[src/rtl/dadda_product_accumulator.sv]
// Multiply-accumulate back end: sums COUNT unsigned products from the Dadda
// multiplier and hands each finished sum, with a sticky overflow flag, downstream.
module dadda_product_accumulator #(
  parameter int PROD_W = 8,
  parameter int ACC_W  = 12,
  parameter int COUNT  = 16
) (
  input  logic              clock,
  input  logic              reset_n,
  input  logic              clear,
  input  logic              in_valid,
  output logic              in_ready,
  input  logic [PROD_W-1:0] in_product,
  output logic              out_valid,
  input  logic              out_ready,
  output logic [ACC_W-1:0]  out_sum,
  output logic              out_overflow
);

  localparam int CNT_W = $clog2(COUNT + 1);

  typedef enum logic [1:0] {IDLE, ACCUM, HOLD} state_t;

  state_t           state;
  logic             started;
  logic [ACC_W-1:0] acc;
  logic [CNT_W-1:0] cnt;
  logic             ovf;
  logic [ACC_W:0]   sum_ext;
  logic             last;

  assign sum_ext   = {1'b0, acc} + {{(ACC_W + 1 - PROD_W){1'b0}}, in_product};
  assign last      = (cnt == CNT_W'(COUNT - 1));
  assign in_ready  = (state == ACCUM);
  assign out_valid = (state == HOLD);

  // started delays the IDLE exit by one edge so in_ready rises on the
  // second rising edge after reset release.
  always_ff @(posedge clock or negedge reset_n) begin
    if (!reset_n) begin
      state        <= IDLE;
      started      <= 1'b0;
      acc          <= '0;
      cnt          <= '0;
      ovf          <= 1'b0;
      out_sum      <= '0;
      out_overflow <= 1'b0;
    end else begin
      started <= 1'b1;
      if (clear) begin
        state <= ACCUM;
        acc   <= '0;
        cnt   <= '0;
        ovf   <= 1'b0;
      end else begin
        case (state)
          IDLE: begin
            acc <= '0;
            cnt <= '0;
            ovf <= 1'b0;
            if (started) state <= ACCUM;
          end
          ACCUM: begin
            if (in_valid) begin
              if (last) begin
                out_sum      <= sum_ext[ACC_W-1:0];
                out_overflow <= ovf | sum_ext[ACC_W];
                state        <= HOLD;
                acc          <= '0;
                cnt          <= '0;
                ovf          <= 1'b0;
              end else begin
                acc <= sum_ext[ACC_W-1:0];
                ovf <= ovf | sum_ext[ACC_W];
                cnt <= cnt + 1'b1;
              end
            end
          end
          HOLD: begin
            if (out_ready) state <= ACCUM;
          end
          default: state <= IDLE;
        endcase
      end
    end
  end

endmodule

[config.mk]
export PLATFORM = sky130hd
export DESIGN_NAME = dadda_product_accumulator
export DESIGN_NICKNAME = d
export VERILOG_FILES = /design/src/rtl/dadda_product_accumulator.sv
export SDC_FILE = /design/constraint.sdc
export NUM_CORES = 1
export LEC_CHECK = 0
export ABC_CLOCK_PERIOD_IN_PS = 2300
export CELL_PAD_IN_SITES_DETAIL_PLACEMENT = 1
export CELL_PAD_IN_SITES_GLOBAL_PLACEMENT = 1
export CORE_MARGIN = 3
export CORE_UTILIZATION = 39
export DETAILED_ROUTE_END_ITERATION = 7
export PLACE_DENSITY = 0.72
export SLEW_MARGIN = 5
export SYNTH_ARGS = -nofsm -noshare
export SYNTH_HDL_FRONTEND = slang
export SYNTH_SLANG_ARGS = --single-unit
[constraint.sdc]
create_clock -name clock -period 2.3 [get_ports clock]
set_clock_uncertainty 0.1 [all_clocks]
set_input_delay 0.575 -clock clock [delete_from_list [all_inputs] [get_ports clock]]
set_output_delay 0.575 -clock clock [all_outputs]
set_load 0.02 [all_outputs]
==> results of run 1 <==
layout make-up:
class	count	area, um2	area share
inverter	10	37.54	0.01435
sequential	34	850.8	0.3252
tap	67	83.83	0.03204
clock inverter	1	5.005	0.001913
multi-input combinational	151	1087	0.4156
timing repair buffer	53	465.4	0.1779
clock buffer	7	86.33	0.03300
layer usage:
layer	vias to the layer above	wire length, um	share of wire	GRT usage
li1	827	-	-	-
met5	-	0	0	0
met2	35	2797	0.52	0.3497
met3	15	183	0.034	0.04728
met1	867	2300	0.42	0.2326
met4	0	134	0.025	0.06341
sequential cells by signal, indices dropped and copies added (netlist names):
register      count
started           1
out_overflow      1
out_sum          12
cnt               5
state             2
acc              12
ovf               1
placed cells by master, fill, tap and decap left out, types with 2 or more instances in the layout:
master	netlist	layout
ha_1	9	3
o211ai_1	3	3
buf_4	2	25
nand2_1	27	27
a22o_1	5	5
nand3_1	4	4
xnor2_1	5	5
a21oi_2	2	3
nor2b_1	3	2
clkdlybuf4s50_1	0	21
mux2_1	2	2
o21a_1	2	2
a21oi_1	16	15
o21ai_1	5	6
and2_1	2	2
dlygate4sd2_1	0	5
a21o_1	2	2
xor2_1	3	3
nand4_1	2	2
clkbuf_8	0	6
nor2_1	9	9
nor3_1	3	3
o41ai_2	1	2
ha_4	0	5
o21ai_0	16	15
inv_1	10	9
or3_1	4	4
mux2_2	2	2
dfrtp_1	34	34
worst register-to-register path, cell delays in order (launching register included):
cell and delay (ns):
dfrtp_1 0.36, ha_2 0.19, inv_2 0.04, fa_2 0.38
nor2b_2 0.16, buf_4 0.14, o21a_1 0.13, nor2_1 0.07
xnor2_1 0.14, mux2_1 0.29
per-stage QoR:
step | instance area [um2] | hold WS, ns | std cells
floorplan | 1939 | 0.1794 | 206
global placement | 2424 | 0.3564 | 314
detailed placement | 2424 | 0.3784 | 314
CTS | 2556 | 0.3948 | 323
global route | 2616 | 0.4220 | 323
finish | 2616 | 0.3884 | 323
where the power goes:
| group | switching (W) | internal [W] | total, W | leakage (nW) |
|---|---|---|---|---|
| clock network | 0.000226 | 0.000242 | 0.000468 | 0.0482 |
| logic | 0.000197 | 0.000192 | 0.000388 | 0.654 |
| registers | 0.0000306 | 0.000622 | 0.000653 | 0.460 |
| total | 0.000454 | 0.00106 | 0.00151 | 1.16 |
logic make-up after synthesis:
kind of cell | Yosys count
AOI/OAI and AO/OA | 66
and+or+nand+nor | 62
DFF | 34
buffers and inverters | 21
adders and majority gates | 10
xor gates and xnor gates | 8
muxes | 4
other | 1
timing repair:
| item | 4_1_cts | 5_1_grt |
|---|---|---|
| setup endpoints to repair | 18 | 10 |
| cloned | 1 | 0 |
| pin swaps | 7 | 3 |
| resized for setup | 13 | 10 |
worst min path at each step:
stage               startpoint    endpoint  cells after the start
floorplan              reset_n      acc[0]                      0
global placement    out_sum[3]  out_sum[3]                      2
detailed placement  out_sum[4]  out_sum[4]                      1
CTS                 out_sum[1]  out_sum[1]                      2
global route        out_sum[5]  out_sum[5]                      1
finish              out_sum[1]  out_sum[1]                      2
==> results.py, run 1 <==
metrics = {
    "min_path": {
        "hp-class": "reg2reg",
    },
    "sta": {
        "period_share": 0.9733,
        "period_minus_slack_ns": 2.239,
        "setup-violations-final": 0,
        "final_hold_viol_count": 0,
        "max_freq_mhz": 446.7,
        "slew_violations": 0,
        "relSlewSlack": 0.5313,
        "setup_ws_ns": 0.06132,
        "final.setup.tns_ns": 0,
        "worst_slew_pin_slew_ns": 0.6956,
        "rsz0062_at_grt": "true",
    },
    "grt": {
        "grt-ovfl-total": 0,
        "antenna_found_initial": 0,
        "grtUsageTotal": 0.1968,
        "first_global_vias": 1956,
        "grt_start_max_net_pins": 35,
        "grt_pass1_wl_um": 9342,
    },
    "logic_synthesis": {
        "yosysTopAreaCell": "dfrtp_1",
        "synth_area_leaders": "dfrtp_1 44%, ha_1 5.8%, nand2_1 5.2%",
        "synth_edf_count": 0,
        "synth_top_family_by_area": "compound AO/OA/AOI/OAI gates",
        "ys_seq_elements": 34,
        "netlist_instances": 206,
        "yosysUniqueCellTypes": 51,
        "synthesis.area_um2": 1939,
        "yosysWarnings": 0,
        "yosysTopAreaCellShare": 0.4387,
        "synth.most_common_cell": "dfrtp_1",
        "synthMuxAreaShare": 0.02323,
        "synthSimpleGateAreaFrac": 0.1548,
        "synth-compound-area-share": 0.2277,
        "synthTopCellsByCount": "34 x dfrtp_1, 27 x nand2_1, 16 x a21oi_1, 16 x o21ai_0, 10 x inv_1",
        "synthesis.nets": 229,
        "synth_ff_type": "dfrtp_1",
        "ys_seq_area_frac": 0.4387,
        "ys_async_sr_fraction": 1.000,
        "synth_fa_ha_area_frac": 0.06839,
        "synth_area_per_cell_um2": 9.414,
        "synth_xor_area_frac": 0.03613,
    },
    "clock_tree": {
        "numCtsBuffers": 5,
        "cts_hold_buf": 0,
        "clockRootBuffer": "clkbuf_8",
        "htreeDepth": 2,
        "clk_latency_ns": 0.29,
        "postCtsSetupBuffers": 0,
        "cts_tree": "built",
        "cts_buffer_depth": 2,
        "cts_sinks": 34,
        "clkTransAtPathRegs_ns": 0.07,
    },
    "pwr": {
        "p_total_w": 0.001509,
        "ir_drop_mv": 0.3211,
        "p_leak_nw": 1.163,
        "power_density_nw_per_um2": 576.9,
    },
    "critical_path": {
        "crit_type": "in2reg",
        "crit_path_start_kind": "input pin",
        "path_cells": "dlygate4sd2_1 -> ha_2 -> inv_2 -> fa_2 -> nor2b_2 -> buf_4 -> o21a_1 -> nor2_1 -> xnor2_1 -> mux2_1",
        "cp_num_cells": 10,
        "cp.required_ns": 2.37,
        "critPathSlowestCell": "fa_2",
        "cp_top_family": "adder cells",
        "crit_fanout": 2,
        "reg2reg_from": "acc[0]",
        "max_stage_delay_ns": 0.38,
        "reg2reg_depth": 9,
        "reg2reg_to": "out_sum[4]",
        "path_buf_inv": 3,
        "cp-endpoint": "out_sum[4]",
        "worstSetupEndpointType": "flip-flop",
        "ff2ff_setup_slack_ns": 0.18,
        "worstPathArrival_ns": 2.31,
        "startpoint": "in_product[0]",
    },
    "drt": {
        "viasPerCell": 5.399,
        "num_vias": 1744,
        "dr.first_iter.drc_count": 93,
        "drc_errors": 0,
        "post_drt_wl_per_cell_um": 16.77,
        "antenna_left": 0,
        "drt_pass1_iterations": 4,
        "wl_um": 5416,
    },
    "placed_design": {
        "io_buffers": 27,
        "dp_worst_setup_slack_ns": -0.5724,
        "place_congestion": 0.8356,
        "dp_hpwl_um": 3897,
    },
    "finish": {
        "diodes": 0,
        "nFillCells": 556,
        "drive_above_1_share": 0.2188,
        "fin_util": 0.5503,
        "fin_nets": 278,
        "area_growth_pct": 34.90,
    },
    "floorplanning": {
        "initial_utilization": 0.4079,
        "die_area_um2": 5855,
        "std_cell_rows": 25,
        "fp.dieW_um": 76.52,
        "coreArea_um2": 4755,
        "die_h_um": 76.52,
        "io_pins": 28,
    },
    "flow_run": {
        "drv_cap": 0,
    },
    "status": {
        "outcome": "finished, final reports clean",
    },
}
Note: power is estimated with default switching activity, not from simulation.
==> run 2, diff against run 1 <==
--- a/config.mk
+++ b/config.mk
@@ -11,7 +11,9 @@
 export CORE_MARGIN = 3
 export CORE_UTILIZATION = 39
 export DETAILED_ROUTE_END_ITERATION = 7
-export PLACE_DENSITY = 0.72
+export DONT_BUFFER_PORTS = 1
+export GPL_TIMING_DRIVEN = 0
+export PLACE_DENSITY = 0.63
 export SLEW_MARGIN = 5
 export SYNTH_ARGS = -nofsm -noshare
 export SYNTH_HDL_FRONTEND = slang
==> results.py, run 2 (synthesized netlist as in run 1, its figures left out) <==
metrics = {
    "status": {
        "outcome": "finished, final reports clean",
    },
    "grt": {
        "antenna_found_initial": 0,
        "grt_start_max_net_pins": 35,
        "grtUsageTotal": 0.1725,
        "grt_pass1_wl_um": 8128,
        "grt-ovfl-total": 0,
        "first_global_vias": 1641,
    },
    "critical_path": {
        "critPathSlowestCell": "fa_1",
        "worstSetupEndpointType": "flip-flop",
        "path_buf_inv": 1,
        "worstPathArrival_ns": 2.24,
        "crit_type": "reg2reg",
        "crit_fanout": 5,
        "cp.required_ns": 2.35,
        "max_stage_delay_ns": 0.41,
        "cp_top_family": "compound AO/OA/AOI/OAI gates",
        "path_cells": "ha_2 -> inv_1 -> fa_1 -> nor2b_2 -> o2111ai_4 -> a21oi_4 -> o211a_1 -> o211ai_1",
        "crit_path_start_kind": "flip-flop",
    },
    "placed_design": {
        "dp.cells": 273,
        "dp_hpwl_um": 3401,
        "io_buffers": 0,
        "place_congestion": 0.8079,
    },
    "clock_tree": {
        "clk_latency_ns": 0.28,
        "cts_buffer_depth": 2,
        "htreeDepth": 2,
        "clockRootBuffer": "clkbuf_8",
        "postCtsSetupBuffers": 0,
        "clkTransAtPathRegs_ns": 0.07,
        "cts_sinks": 34,
        "numCtsBuffers": 5,
        "cts_tree": "built",
    },
    "finish": {
        "layout.cells.most_common": "dfrtp_1",
        "seq_area_um2": 850.8,
        "multi_input_area_um2": 1032,
        "diodes": 0,
        "drive_above_1_share": 0.1481,
        "fin_cells": 283,
        "reg_top3": "acc: 12 flops, out_sum: 12 flops, cnt: 5 flops",
        "area_growth_pct": 13.03,
        "layout_common_cells": "34 x dfrtp_1, 27 x nand2_1, 16 x a21oi_1, 16 x o21ai_0, 10 x inv_1",
        "fin_nets": 238,
        "nFillCells": 578,
    },
    "floorplanning": {
        "std_cell_rows": 25,
        "die_h_um": 76.52,
        "coreArea_um2": 4755,
        "die_area_um2": 5855,
        "fp.dieW_um": 76.52,
        "initial_utilization": 0.4079,
        "io_pins": 28,
    },
    "sta": {
        "final_hold_viol_count": 0,
        "worst_slew_pin_slew_ns": 0.7978,
        "relSlewSlack": 0.4625,
        "period_minus_slack_ns": 2.188,
        "rsz0062_at_grt": "true",
        "period_share": 0.9515,
        "final.setup.tns_ns": 0,
        "setup-violations-final": 0,
        "max_freq_mhz": 456.9,
        "slew_violations": 0,
    },
    "pwr": {
        "ir_drop_mv": 0.3303,
        "power_density_nw_per_um2": 658.1,
        "p_leak_nw": 0.9795,
    },
    "flow_run": {
        "drv_cap": 0,
    },
    "drt": {
        "dr.first_iter.drc_count": 78,
        "drc_errors": 0,
        "post_drt_wl_per_cell_um": 16.90,
        "drt_pass1_iterations": 4,
        "antenna_left": 0,
        "num_vias": 1522,
        "viasPerCell": 5.378,
        "wl_um": 4783,
    },
    "min_path": {
        "hp-class": "in2async",
    },
}
-- run 2: cell count changes in the layout (fill, tap and decap cells not counted), moves of 2 or more --
| cell | before | now |
|---|---|---|
| buf_2 | 0 | 6 |
| buf_4 | 25 | 2 |
| ha_1 | 3 | 8 |
| clkdlybuf4s50_1 | 21 | 0 |
| clkbuf_8 | 6 | 8 |
| dlygate4sd2_1 | 5 | 0 |
| ha_4 | 5 | 0 |
-- run 2: power breakdown --
part / internal [W] / switching, W / leakage, nW
Sequential: 0.000623 / 0.0000181 / 0.460
Clock: 0.000302 / 0.000210 / 0.0575
Combinational: 0.000108 / 0.000182 / 0.461
Total: 0.00103 / 0.000410 / 0.979
-- run 2: through the flow --
stage	worst slack (ns)	area, um2	util	total power [W]	hold slack [ns]
after global placement	-0.2217	2023	0.4255	0.0008929	0.1802
after CTS	0.005013	2176	0.4576	0.001457	0.02085
after global routing	-0.03259	2192	0.4611	0.001534	0.01895
final	0.1115	2192	0.4611	0.001443	0.02051
after floorplan	0.01617	1939	-	0.0008459	0.1794
after detailed placement	-0.3072	2023	0.4255	0.0009032	0.1802
-- run 2: final timing paths --
kind                       cells after the start  slack, ns          to     from
setup / recovery                               8       0.11     acc[10]   acc[0]
hold / removal                                 1       0.02  out_sum[8]  reset_n
setup reg to reg                               8       0.11     acc[10]   acc[0]
hold reg to reg                                2       0.40      acc[6]   acc[6]
max in group asynchronous                      1       1.90      acc[8]  reset_n
min in group clock                             1       0.25      cnt[1]    clear
-- run 2: cell type report --
| type | instances | share of cell area |
|---|---|---|
| Clock buffer | 8 | 0.05023 |
| Timing Repair Buffer | 1 | 0.009132 |
| Multi-Input combinational cell | 152 | 0.4709 |
| Inverter | 10 | 0.01712 |
| Buffer | 11 | 0.02626 |
| Tap cell | 67 | 0.03824 |
| Sequential cell | 34 | 0.3881 |
-- run 2: metal layers --
metal	vias up	global-route usage	wire, um
met4	0	0.04891	53
met2	25	0.2715	2215
met5	-	0	0
met1	743	0.2313	2314
li1	748	-	-
met3	6	0.04965	199
-- run 2: worst register-to-register path, delay by kind of cell (launching register included) --
| family | cells | cell delay [ns] |
|---|---|---|
| AO/OA/AOI/OAI | 4 | 0.72 |
| adder cells (fa/ha/maj) | 2 | 0.62 |
| buffers and inverters | 1 | 0.05 |
| flip-flops | 1 | 0.36 |
| AND/OR/NAND/NOR | 1 | 0.21 |
-- run 2: timing repair --
| item | CTS | global route |
|---|---|---|
| gates resized for setup | 2 | 3 |
| gates cloned | 1 | 0 |
| hold buffers | 1 | 0 |
| pin swaps | 1 | 3 |
| endpoints found under the setup margin | 6 | 6 |
| endpoints found under the hold margin | 34 | 0 |
